`src/rtl/muldiv_unit.sv`:
```
// Iterative multiply/divide unit with architectural HI/LO.
// Shift-add multiply, restoring divide, one bit per cycle.
module muldiv_unit #(
    parameter int WIDTH = 32
) (
    input  logic             clk,
    input  logic             reset,
    input  logic             start,
    input  logic [4:0]       alucontrol,
    input  logic [WIDTH-1:0] srca,
    input  logic [WIDTH-1:0] srcb,
    input  logic             mthi,
    input  logic             mtlo,
    input  logic [WIDTH-1:0] wdata,
    output logic             busy,
    output logic             done,
    output logic [WIDTH-1:0] hi,
    output logic [WIDTH-1:0] lo
);

    localparam int CW = $clog2(WIDTH);

    typedef enum logic [1:0] {
        IDLE,
        RUN,
        FIX
    } state_t;

    state_t state, state_n;

    logic               valid_op;
    logic               div_in;
    logic               sgn_in;
    logic               accept;
    logic               a_neg;
    logic               b_neg;
    logic [WIDTH-1:0]   a_mag;
    logic [WIDTH-1:0]   b_mag;

    logic [WIDTH-1:0]   opnd;
    logic [2*WIDTH-1:0] prod;
    logic [WIDTH-1:0]   rem;
    logic [CW-1:0]      cnt;
    logic               is_div;
    logic               neg_q;
    logic               neg_r;
    logic               done_q;

    logic [WIDTH:0]     sum;
    logic [WIDTH:0]     shifted;
    logic [WIDTH:0]     diff;
    logic               ge;
    logic [WIDTH-1:0]   rem_n;
    logic [2*WIDTH-1:0] p_fix;
    logic [WIDTH-1:0]   q_fix;
    logic [WIDTH-1:0]   r_fix;

    always_comb begin
        valid_op = 1'b0;
        div_in   = 1'b0;
        sgn_in   = 1'b0;
        unique case (alucontrol)
            5'b10011: begin
                valid_op = 1'b1;
                sgn_in   = 1'b1;
            end
            5'b10101: valid_op = 1'b1;
            5'b10110: begin
                valid_op = 1'b1;
                div_in   = 1'b1;
                sgn_in   = 1'b1;
            end
            5'b10111: begin
                valid_op = 1'b1;
                div_in   = 1'b1;
            end
            default: ;
        endcase
    end

    assign accept = (state == IDLE) && start && valid_op;
    assign a_neg  = sgn_in & srca[WIDTH-1];
    assign b_neg  = sgn_in & srcb[WIDTH-1];
    assign a_mag  = a_neg ? -srca : srca;
    assign b_mag  = b_neg ? -srcb : srcb;

    assign busy = (state != IDLE);
    assign done = done_q;

    always_comb begin
        state_n = state;
        unique case (state)
            IDLE: if (accept) state_n = RUN;
            RUN:  if (cnt == CW'(WIDTH - 1)) state_n = FIX;
            FIX:  state_n = IDLE;
            default: state_n = IDLE;
        endcase
    end

    always_ff @(posedge clk) begin
        if (reset) state <= IDLE;
        else       state <= state_n;
    end

    // The partial remainder never exceeds 2*divisor-1, so bit WIDTH
    // of the difference is a reliable borrow flag.
    always_comb begin
        sum     = {1'b0, prod[2*WIDTH-1:WIDTH]}
                + (prod[0] ? {1'b0, opnd} : '0);
        shifted = {rem, prod[WIDTH-1]};
        diff    = shifted - {1'b0, opnd};
        ge      = ~diff[WIDTH];
        rem_n   = ge ? diff[WIDTH-1:0] : shifted[WIDTH-1:0];
        p_fix   = neg_q ? -prod : prod;
        q_fix   = neg_q ? -prod[WIDTH-1:0] : prod[WIDTH-1:0];
        r_fix   = neg_r ? -rem : rem;
    end

    always_ff @(posedge clk) begin
        if (reset) begin
            hi     <= '0;
            lo     <= '0;
            done_q <= 1'b0;
            opnd   <= '0;
            prod   <= '0;
            rem    <= '0;
            cnt    <= '0;
            is_div <= 1'b0;
            neg_q  <= 1'b0;
            neg_r  <= 1'b0;
        end else begin
            done_q <= (state == FIX);
            unique case (state)
                IDLE: begin
                    if (accept) begin
                        opnd   <= div_in ? b_mag : a_mag;
                        prod   <= {{WIDTH{1'b0}},
                                   div_in ? a_mag : b_mag};
                        rem    <= '0;
                        cnt    <= '0;
                        is_div <= div_in;
                        // Divide by zero keeps the all-ones quotient.
                        neg_q  <= (a_neg ^ b_neg)
                                & ~(div_in & (srcb == '0));
                        neg_r  <= a_neg;
                    end else begin
                        if (mthi) hi <= wdata;
                        if (mtlo) lo <= wdata;
                    end
                end
                RUN: begin
                    cnt <= cnt + 1'b1;
                    if (is_div) begin
                        rem              <= rem_n;
                        prod[WIDTH-1:0]  <= {prod[WIDTH-2:0], ge};
                    end else begin
                        prod <= {sum, prod[WIDTH-1:1]};
                    end
                end
                FIX: begin
                    if (is_div) begin
                        hi <= r_fix;
                        lo <= q_fix;
                    end else begin
                        hi <= p_fix[2*WIDTH-1:WIDTH];
                        lo <= p_fix[WIDTH-1:0];
                    end
                end
                default: ;
            endcase
        end
    end

endmodule

```
`config.mk`:
```
export PLATFORM = sky130hd
export DESIGN_NAME = muldiv_unit
export DESIGN_NICKNAME = d
export VERILOG_FILES = /design/src/rtl/muldiv_unit.sv
export SDC_FILE = /design/constraint.sdc
export NUM_CORES = 1
export LEC_CHECK = 0
export ABC_AREA = 1
export CORE_ASPECT_RATIO = 1.2
export CORE_MARGIN = 4
export CORE_UTILIZATION = 35
export DETAILED_ROUTE_END_ITERATION = 7
export SLEW_MARGIN = 20
export SYNTH_ARGS = -nofsm -noshare
export SYNTH_HDL_FRONTEND = slang
export SYNTH_SLANG_ARGS = --single-unit
```
`constraint.sdc`:
```
create_clock -name clk -period 2.6 [get_ports clk]
set_input_delay 0.39 -clock clk [delete_from_list [all_inputs] [get_ports clk]]
set_output_delay 0.39 -clock clk [all_outputs]
set_load 0.005 [all_outputs]
```
==> results of run 1 <==
## cell usage after synthesis (4+ instances only)
master    count  share of area (%)
a21oi_1     326                8.5
nand2_1    1038                 20
nand4_1      31                1.0
a221oi_1     28                1.3
nand3b_1     22               0.86
buf_2        32               0.84
and2_1        8               0.26
o21a_1        6               0.24
nor2_1      325                6.4
buf_4         7               0.28
nand3_1     339                8.9
o221ai_1      9               0.41
a22oi_1       7               0.28
inv_2        10               0.20
o21ai_1      10               0.26
inv_1       439                8.6
xor2_1       38                1.7
nor2_2        8               0.26
dfxtp_1     203                 21
nor3_1       28               0.73
o21ai_0     240                6.3
or2_2        17               0.56
buf_6         8               0.47
o211ai_1     19               0.75
clkbuf_1     67                1.3
nor2_4        4               0.24
buf_1        14               0.28
o21bai_1      4               0.16
nand2_2       8               0.26
a31oi_1      11               0.36
ha_1         70                4.6
xnor2_1      16               0.73
o22ai_1       4               0.13
## registers in the layout (all words and copies together), names as in the netlist
name	flops
neg_q	1
done	1
cnt	5
hi	32
is_div	1
state	2
lo	32
prod	64
rem	32
opnd	32
neg_r	1
## where the power goes
| group | switching, W | internal [W] |
|---|---|---|
| Combinational | 0.00181 | 0.00115 |
| Clock | 0.00147 | 0.00205 |
| Sequential | 0.000162 | 0.00326 |
## through the flow
| step | cells | worst slack, ns | hold WS (ns) | power [W] | utilization, % |
|---|---|---|---|---|---|
| finish | 4387 | 0.135 | 0.367 | 0.00989 | 43.7 |
| global placement | 4344 | -0.0235 | 0.456 | 0.00625 | 41.9 |
| global route | 4387 | -0.0358 | 0.389 | 0.0103 | 43.7 |
| CTS | 4384 | 0.0243 | 0.353 | 0.00975 | 43.3 |
| floorplan | 3420 | 0.235 | 0.445 | 0.00512 | - |
| detailed placement | 4344 | 0.00253 | 0.460 | 0.00626 | 41.9 |
## layout make-up
type | count | area, um^2
sequential | 203 | 4070
clock buffer | 31 | 647
timing repair buffer | 343 | 3220
tap | 712 | 891
multi-input combinational | 2637 | 12900
fill | 5871 | 30300
clock inverter | 9 | 136
inverter | 452 | 1700
## tightest hold or removal path, stage by stage
cell and delay [ns]:
buf_2 0.10, inv_2 0.06, buf_12 0.20, nand2_1 0.10, inv_1 0.03
## routing by layer
layer / vias up / track usage (%) / routed length [um]
met3: 211 / 2.81 / 5020
met2: 893 / 45.3 / 38700
met5: - / 0 / 0
met4: 0 / 13.3 / 5070
met1: 10700 / 34.8 / 35100
li1: 11600 / - / -
## cell families (layout without fill, tap and decap cells)
family | Yosys count | count (layout)
AO/OA/AOI/OAI | 674 | 674
flip-flops | 203 | 203
buffers and inverters | 580 | 835
AND/OR/NAND/NOR | 1837 | 1837
adder cells (fa/ha/maj) | 72 | 72
XOR/XNOR | 54 | 54
## worst max-delay path by stage
stage,end,cells after the start
finish,rem[17],16
global route,prod[56],13
CTS,prod[41],12
detailed placement,opnd[17],15
global placement,prod[16],12
floorplan,prod[45],12
## cell usage in the layout, fill, tap and decap left out, types with 22 or more instances in the layout
master,synthesis,routed
a21oi_1,326,314
xor2_1,38,38
clkdlybuf4s50_1,0,170
dfxtp_1,203,199
a221oi_1,28,28
inv_1,439,439
clkbuf_16,0,26
nand4_1,31,31
ha_1,70,64
nand2_1,1038,1033
buf_4,7,154
nor3_1,28,28
o21ai_0,240,234
nand3b_1,22,22
nand3_1,339,338
nor2_1,325,316
## what timing repair did
item,4_1_cts,5_1_grt
gates resized for setup,0,44
setup endpoints to repair,0,55
endpoints found under the hold margin,0,0
==> run summary, run 1 <==
Status = completed
Simple-Gate Fraction of Synth Area = 40.2%
Max Clock Freq = 0.406 GHz
Fin. Hold Viols = 0
Number of global-route vias before repair = 21500
GRT overflow = 0
Async set or reset register ratio after synthesis = 0%
Peak per-stage delay on the critical path = 0.38 ns
Final min period = 2.46 ns
Seq/Total Area, Yosys = 21.3%
Synth Warn # = 0
Top Ports = 172
Layout Nets = 3839
Final setup fails = 0
CP startpoint = opnd[7]
Highest ir drop seen on vdd = 0.000440 V
Number of synthesized flops with an enable pin = 0
Die Area = 58400 um^2
CP bufs+invs = 2
Worst reg-to-reg setup slack = 0.14 ns
Final TNS setup = 0 ns
Slew margin rel. = 34.6%
Gp weighted congestion = 1.02
Sink Count = 203
Reg2Reg Depth = 16
HPWL Detailed = 69200 um
Final ANT Viol Nets = 0
Worst path arrival time = 2.84 ns
Post-CTS setup buffers = 0
Post-route cell area = 23600 um^2
IO Port Bufs = 171
CTS HTree Levels = 1
Largest family of logic cells by synthesized area = simple AND/OR/NAND/NOR gates
TritonCTS buffer count = 24
Worst Hold Depth = 5
Least-Margin Pin Slew = 0.981 ns
GRT Total Usage = 27.1%
Initial antenna violation count = 0
Clk pin slew, worst setup/hold paths = 0.06 ns
Pwr dens = 420 nW/um^2
DRT iter0 DRCs = 2455
Post-synth cell types = 51
Min-Delay Path Class = in -> reg
Cell count after synthesis = 3420
Detailed Routing Iterations Pass 1 = 8
R2r startpoint = opnd[7]
Yosys reg bits = 203
Die H = 264 um
Crit Path Class = reg -> reg
Final Max Tran Viols = 0
Total Wirelength = 83900 um
Clk Tree Root Cell = clkbuf_16
Starting Density = 35.4%
Clock Latency Late Sink = 0.57 ns
Clock buffer depth = 3
Max_cap viols = 0
Core area = 53900 um^2
Cells along the critical path = inv_1 -> ha_1 -> nand2_2 -> nor2_1 -> nand3_1 -> nand2_2 -> nand2_1 -> nand2_2 -> nand2_2 -> nand2_1 -> nand2_1 -> nand2_4 -> clkbuf_16 -> nand2_1 -> nand3_1 -> a21oi_1
Worst Hold End = opnd[1]
CP max FO = 8
CTS tree = built
Post-DP Area = 22600 um^2
Worst path slowest cell = ha_1
Mean Syn Cell Area = 5.58 um^2
Ratio of cells with drive above 1 in the final layout = 8.24%
Critical path endpoint category = register
Top cell family by delay on the critical path = simple AND/OR/NAND/NOR gates
Critical Path Start Type = register
Post-Syn Area = 19100 um^2
CTS Hold Buffers Added = 0
Reg2reg end = rem[17]
Compound-gate portion of the synthesized area = 19.2%
Synth Area in XOR/XNOR = 2.48%
Wire per inst = 19.1 um
DRC violations left = 0
Via-to-Cell Ratio = 5.34
Leakage = 11.5 nW
Die W = 221 um
Post-synthesis mux area share = 0%
Setup Skew = 0.0332 ns
Net Count, Synth = 3598
Via count = 23400
Adder-cell share of the synthesized area = 4.80%
Period utilisation layout = 94.8%
Site Rows = 93
Crit path required time = 2.97 ns
Area Growth Syn to Fin = 23.3%
Hold Crit Start = reset
Pin count of the biggest net entering global routing = 78
Top_reg_cell synth = dfxtp_1
First-pass GRT wire length = 126000 um
Diode count = 0
(Power assumes the default switching activity.)
==> run 2, diff against run 1 <==
--- a/config.mk
+++ b/config.mk
@@ -14,3 +14,4 @@
 export SYNTH_ARGS = -nofsm -noshare
 export SYNTH_HDL_FRONTEND = slang
 export SYNTH_SLANG_ARGS = --single-unit
+export TNS_END_PERCENT = 5
==> run 2 against run 1 <==
  * Die area stayed put
  * Worst setup slack improved by 0.0096 ns
  * Clock-buffer cell count did not move
  * Critical path depth unchanged
  * First-iteration DRC count down 2.8%
  * Global-route usage did not move
  * Final cell count about the same
  * Maximum frequency grew 0.39%
==> run summary, run 2 (synthesis gave the netlist of run 1 again) <==
Final ANT Viol Nets = 0
Post-route cell area = 23500 um^2
Final min period = 2.46 ns
Layout Nets = 3837
Number of global-route vias before repair = 21500
Top Ports = 172
Worst path slowest cell = dfxtp_1
Post-DP Area = 22600 um^2
CTS Hold Buffers Added = 0
Fill cells = 5879
DRT iter0 DRCs = 2387
Wire per inst = 19.1 um
CTS HTree Levels = 1
Site Rows = 93
Crit Path Class = reg -> reg
Commonest non-fill, non-tap cell in the layout = nand2_1
Setup Skew = 0.0304 ns
WL met1 = 34900 um
Pin count of the biggest net entering global routing = 78
Clock Latency Late Sink = 0.57 ns
Final TNS setup = 0 ns
Fin. Hold Viols = 0
CTS tree = built
Met3 WL = 5240 um
Number of flip-flops in the largest register = 64
Core area = 53900 um^2
Max_cap viols = 0
Ratio of cells with drive above 1 in the final layout = 8.06%
Unrepaired setup endpoints after global routing = true
CP max FO = 16
Via-to-Cell Ratio = 5.34
Cells along the critical path = inv_1 -> ha_1 -> nand2_2 -> nor2_1 -> nand3_1 -> nand2_2 -> nand2_1 -> nand2_2 -> nand2_2 -> nand2_1 -> nand2_1 -> nand2_4 -> clkbuf_16 -> nand2_1 -> nand3_1 -> a21oi_1
Die H = 264 um
Crit path required time = 2.99 ns
HPWL Detailed = 69200 um
Via count = 23400
Slew margin rel. = 34.4%
Critical path endpoint category = register
Peak per-stage delay on the critical path = 0.38 ns
TritonCTS buffer count = 24
CP bufs+invs = 2
Leakage = 11.5 nW
DRC violations left = 0
Initial antenna violation count = 0
Starting Density = 35.4%
Critical Path Start Type = register
Period utilisation layout = 94.4%
Biggest register = prod
Sink Count = 203
First-pass GRT wire length = 126000 um
Detailed Routing Iterations Pass 1 = 7
Status = completed
Top cell family by delay on the critical path = simple AND/OR/NAND/NOR gates
Gp weighted congestion = 1.02
Clock buffer depth = 3
Worst path arrival time = 2.84 ns
IO Port Bufs = 171
Diode count = 0
Most frequent cells in the layout = nand2_1, inv_1, nand3_1
Pwr dens = 418 nW/um^2
Clk Tree Root Cell = clkbuf_16
Post-CTS setup buffers = 0
Total Wirelength = 83700 um
Min-Delay Path Class = in -> reg
Post-route core utilization = 43.6%
Highest ir drop seen on vdd = 0.000448 V
Highest metal used = met4
Final hold slack = 0.368 ns
GRT Total Usage = 27.1%
Least-Margin Pin Slew = 0.985 ns
Die Area = 58400 um^2
Clk pin slew, worst setup/hold paths = 0.06 ns
GRT overflow = 0
Final Max Tran Viols = 0
Max Clock Freq = 0.407 GHz
Die W = 221 um
Area Growth Syn to Fin = 23.1%
Detail Route met2 WL = 38600 um
Final setup fails = 0
## run 2: cell types whose count changed in the layout (fill, tap and decap cells not counted), sizes merged
| cell | delta |
|---|---|
| buf | -1 |
| clkbuf | -1 |
## run 2: tightest hold or removal path, cell delays in order
cell     delay, ns
buf_2         0.10
inv_2         0.06
buf_12        0.20
nand2_1       0.10
inv_1         0.03
## run 2: area by class of cell
| cell class | instances | area [um^2] | share of cell area [%] |
|---|---|---|---|
| Timing Repair Buffer | 341 | 3190 | 13.6 |
| Sequential cell | 203 | 4070 | 17.3 |
| Clock inverter | 9 | 136 | 0.580 |
| Tap cell | 712 | 891 | 3.79 |
| Multi-Input combinational cell | 2637 | 12900 | 54.8 |
| Clock buffer | 31 | 647 | 2.75 |
| Inverter | 452 | 1700 | 7.22 |
## run 2: final timing paths
check	cells past startpoint	end	slack, ns	start
worst max-delay path	16	rem[27]	0.14	opnd[6]
worst min-delay path	5	opnd[1]	0.37	reset
worst max register to register	16	rem[27]	0.14	opnd[6]
worst min register to register	2	cnt[4]	0.47	cnt[4]
## run 2: repair_timing
| action | in CTS | in global routing |
|---|---|---|
| gates resized for setup | 0 | 37 |
| endpoints found under the hold margin | 0 | 0 |
| endpoints found under the setup margin | 0 | 55 |
## run 2: per-layer routing
layer  GRT usage (%)  vias to the layer above
met5               0                        -
met4            13.3                        0
met3            2.81                      205
met2            45.3                      924
met1            34.8                    10700
li1                -                    11600
## run 2: metrics by stage
step | setup slack [ns] | cells | total power [W]
after floorplan | 0.235 | 3420 | 0.00512
after global placement | -0.0235 | 4344 | 0.00625
after detailed placement | 0.00253 | 4344 | 0.00626
after CTS | 0.0243 | 4384 | 0.00975
after global routing | -0.0436 | 4385 | 0.0103
final | 0.145 | 4385 | 0.00983
## run 2: report_power, final
group / internal (W) / leakage [nW] / total (W) / switching [W]
clock: 0.00205 / 0.377 / 0.00352 / 0.00148
sequential: 0.00326 / 1.66 / 0.00342 / 0.000163
combinational: 0.00111 / 9.46 / 0.00289 / 0.00178
total: 0.00641 / 11.5 / 0.00983 / 0.00342
==> run 3, diff against run 2 <==
==> constraint.sdc (replaced) <==
create_clock -name clk -period 2.8 [get_ports clk]
set_input_delay 0.42 -clock clk [delete_from_list [all_inputs] [get_ports clk]]
set_output_delay 0.42 -clock clk [all_outputs]
set_load 0.005 [all_outputs]
==> run 3 against run 2 <==
  * Die area did not move
  * Combinational power decreased by 9.0%
  * Final cell count fell by 1.6%
  * Core utilization shrank 1.2 points
  * Sequential cell count is the same
  * Power is 6.2% lower
  * Global-route usage is 0.23 points higher
  * First-iteration DRC count increased by 5.7%
==> run summary, run 3 (synthesis gave the netlist of run 1 again) <==
Site Rows = 93
Detailed Routing Iterations Pass 1 = 6
Highest ir drop seen on vdd = 0.000406 V
CP max FO = 16
IO Port Bufs = 171
Gr busiest metal = met2
Fin. Hold Viols = 0
DRC violations left = 0
TritonCTS buffer count = 24
Core area = 53900 um^2
Crit path required time = 3.18 ns
First-pass GRT wire length = 127000 um
Most frequent cells in the layout = nand2_1, inv_1, nand3_1
Fill cells = 6004
Layout Nets = 3762
Clock buffer depth = 3
DRT iter0 DRCs = 2524
Starting Density = 35.4%
Via-to-Cell Ratio = 5.43
Commonest non-fill, non-tap cell in the layout = nand2_1
Met3 Use GR = 3.46%
Biggest register = prod
Post_cts resized = 0
Period utilisation layout = 95.6%
CTS Hold Buffers Added = 0
Initial antenna violation count = 2
Leakage = 11.2 nW
Min-Delay Path Class = in -> reg
Setup crit end = rem[29]
HPWL Detailed = 68600 um
Post-CTS setup buffers = 0
GRT Total Usage = 27.3%
Via count = 23400
Post-route cell area = 22900 um^2
Pwr dens = 403 nW/um^2
Final TNS setup = 0 ns
Worst reg-to-reg setup slack = 0.12 ns
Clk Tree Root Cell = clkbuf_16
CTS tree = built
CP startpoint = opnd[0]
Gp weighted congestion = 1.02
Setup Skew = 0.0288 ns
Least-Margin Pin Slew = 0.983 ns
Final setup fails = 0
Sink Count = 203
Number of global-route vias before repair = 21500
R2r startpoint = opnd[0]
Max Clock Freq = 0.374 GHz
Reg2Reg Depth = 17
Pin count of the biggest net entering global routing = 127
M2 GR Usage = 45.2%
Number of flip-flops in the largest register = 64
Critical Path Start Type = register
Crit Path Class = reg -> reg
GRT met1 Usage = 35.2%
Critical path endpoint category = register
Top Ports = 172
Slew margin rel. = 33.8%
Reg2reg end = rem[29]
Area Growth Syn to Fin = 19.7%
Die H = 264 um
Max_cap viols = 0
Total Wirelength = 84400 um
Unrepaired setup endpoints after global routing = false
Clk pin slew, worst setup/hold paths = 0.07 ns
CTS HTree Levels = 1
Final Max Tran Viols = 0
Worst path arrival time = 3.06 ns
Final min period = 2.68 ns
Clock Latency Late Sink = 0.56 ns
Die W = 221 um
GRT overflow = 0
Final ANT Viol Nets = 0
Status = completed
Ratio of cells with drive above 1 in the final layout = 5.66%
Wire per inst = 19.6 um
Die Area = 58400 um^2
Post-DP Area = 22000 um^2
Diode count = 0
## run 3: changes by cell type in the layout (fill, tap and decap cells not counted), sizes merged
cell / previous run / this run
buf: 170 / 95
clkinvlp: 2 / 5
clkinv: 6 / 7
## run 3: worst min path at each step
| stage | endpoint | slack [ns] | cells past startpoint | from |
|---|---|---|---|---|
| 2_1_floorplan | cnt[4] | 0.45 | 2 | cnt[4] |
| 3_3_place_gp | cnt[4] | 0.46 | 2 | cnt[4] |
| 3_5_place_dp | cnt[4] | 0.46 | 2 | cnt[4] |
| 4_1_cts | opnd[3] | 0.43 | 5 | reset |
| 5_1_grt | opnd[13] | 0.48 | 5 | reset |
| 6_report | opnd[3] | 0.44 | 5 | reset |
## run 3: metal layers
metal,share of wire (%),vias up
met5,0.041,-
met4,6.1,4
met3,7.6,226
met2,46,1049
met1,40,10700
li1,-,11500
## run 3: area by class of cell
type                    count  area [um^2]  share of cell area (%)
clock buffers              31          677                    2.96
repair buffers            266         2590                    11.3
inverters                 452         1700                    7.42
multi-input cells        2637        12800                    55.9
well taps                 712          891                    3.90
flip-flops and latches    203         4070                    17.8
clock inverters            13          164                   0.717
## run 3: per-stage QoR
stage	hold WS [ns]	instances	worst slack, ns	power [W]	utilization (%)
2_1_floorplan	0.445	3420	0.435	0.00475	-
3_5_place_dp	0.464	4269	0.0931	0.00576	40.8
3_3_place_gp	0.457	4269	0.0599	0.00576	40.8
4_1_cts	0.425	4313	0.119	0.00916	42.3
5_1_grt	0.475	4314	0.0238	0.00964	42.4
6_report	0.442	4314	0.124	0.00922	42.4
## run 3: where the power goes
part | internal, W | total (W) | leakage (nW) | switching [W]
registers | 0.00302 | 0.00318 | 1.66 | 0.000158
clock network | 0.00199 | 0.00341 | 0.400 | 0.00142
logic | 0.000978 | 0.00263 | 9.09 | 0.00165
total | 0.00599 | 0.00922 | 11.2 | 0.00323
## run 3: critical path, cell delays in order, from the launching register on
cell	delay, ns
dfxtp_1	0.39
ha_1	0.27
fa_1	0.41
inv_1	0.09
nand2_1	0.05
nand2_1	0.09
nand3_1	0.10
nand2_1	0.12
nand2_1	0.07
nand2_2	0.10
nand2_1	0.10
nand2_1	0.09
nand2_1	0.09
nand2_4	0.11
clkbuf_16	0.19
nand2_1	0.06
nand3_1	0.08
a21oi_1	0.06
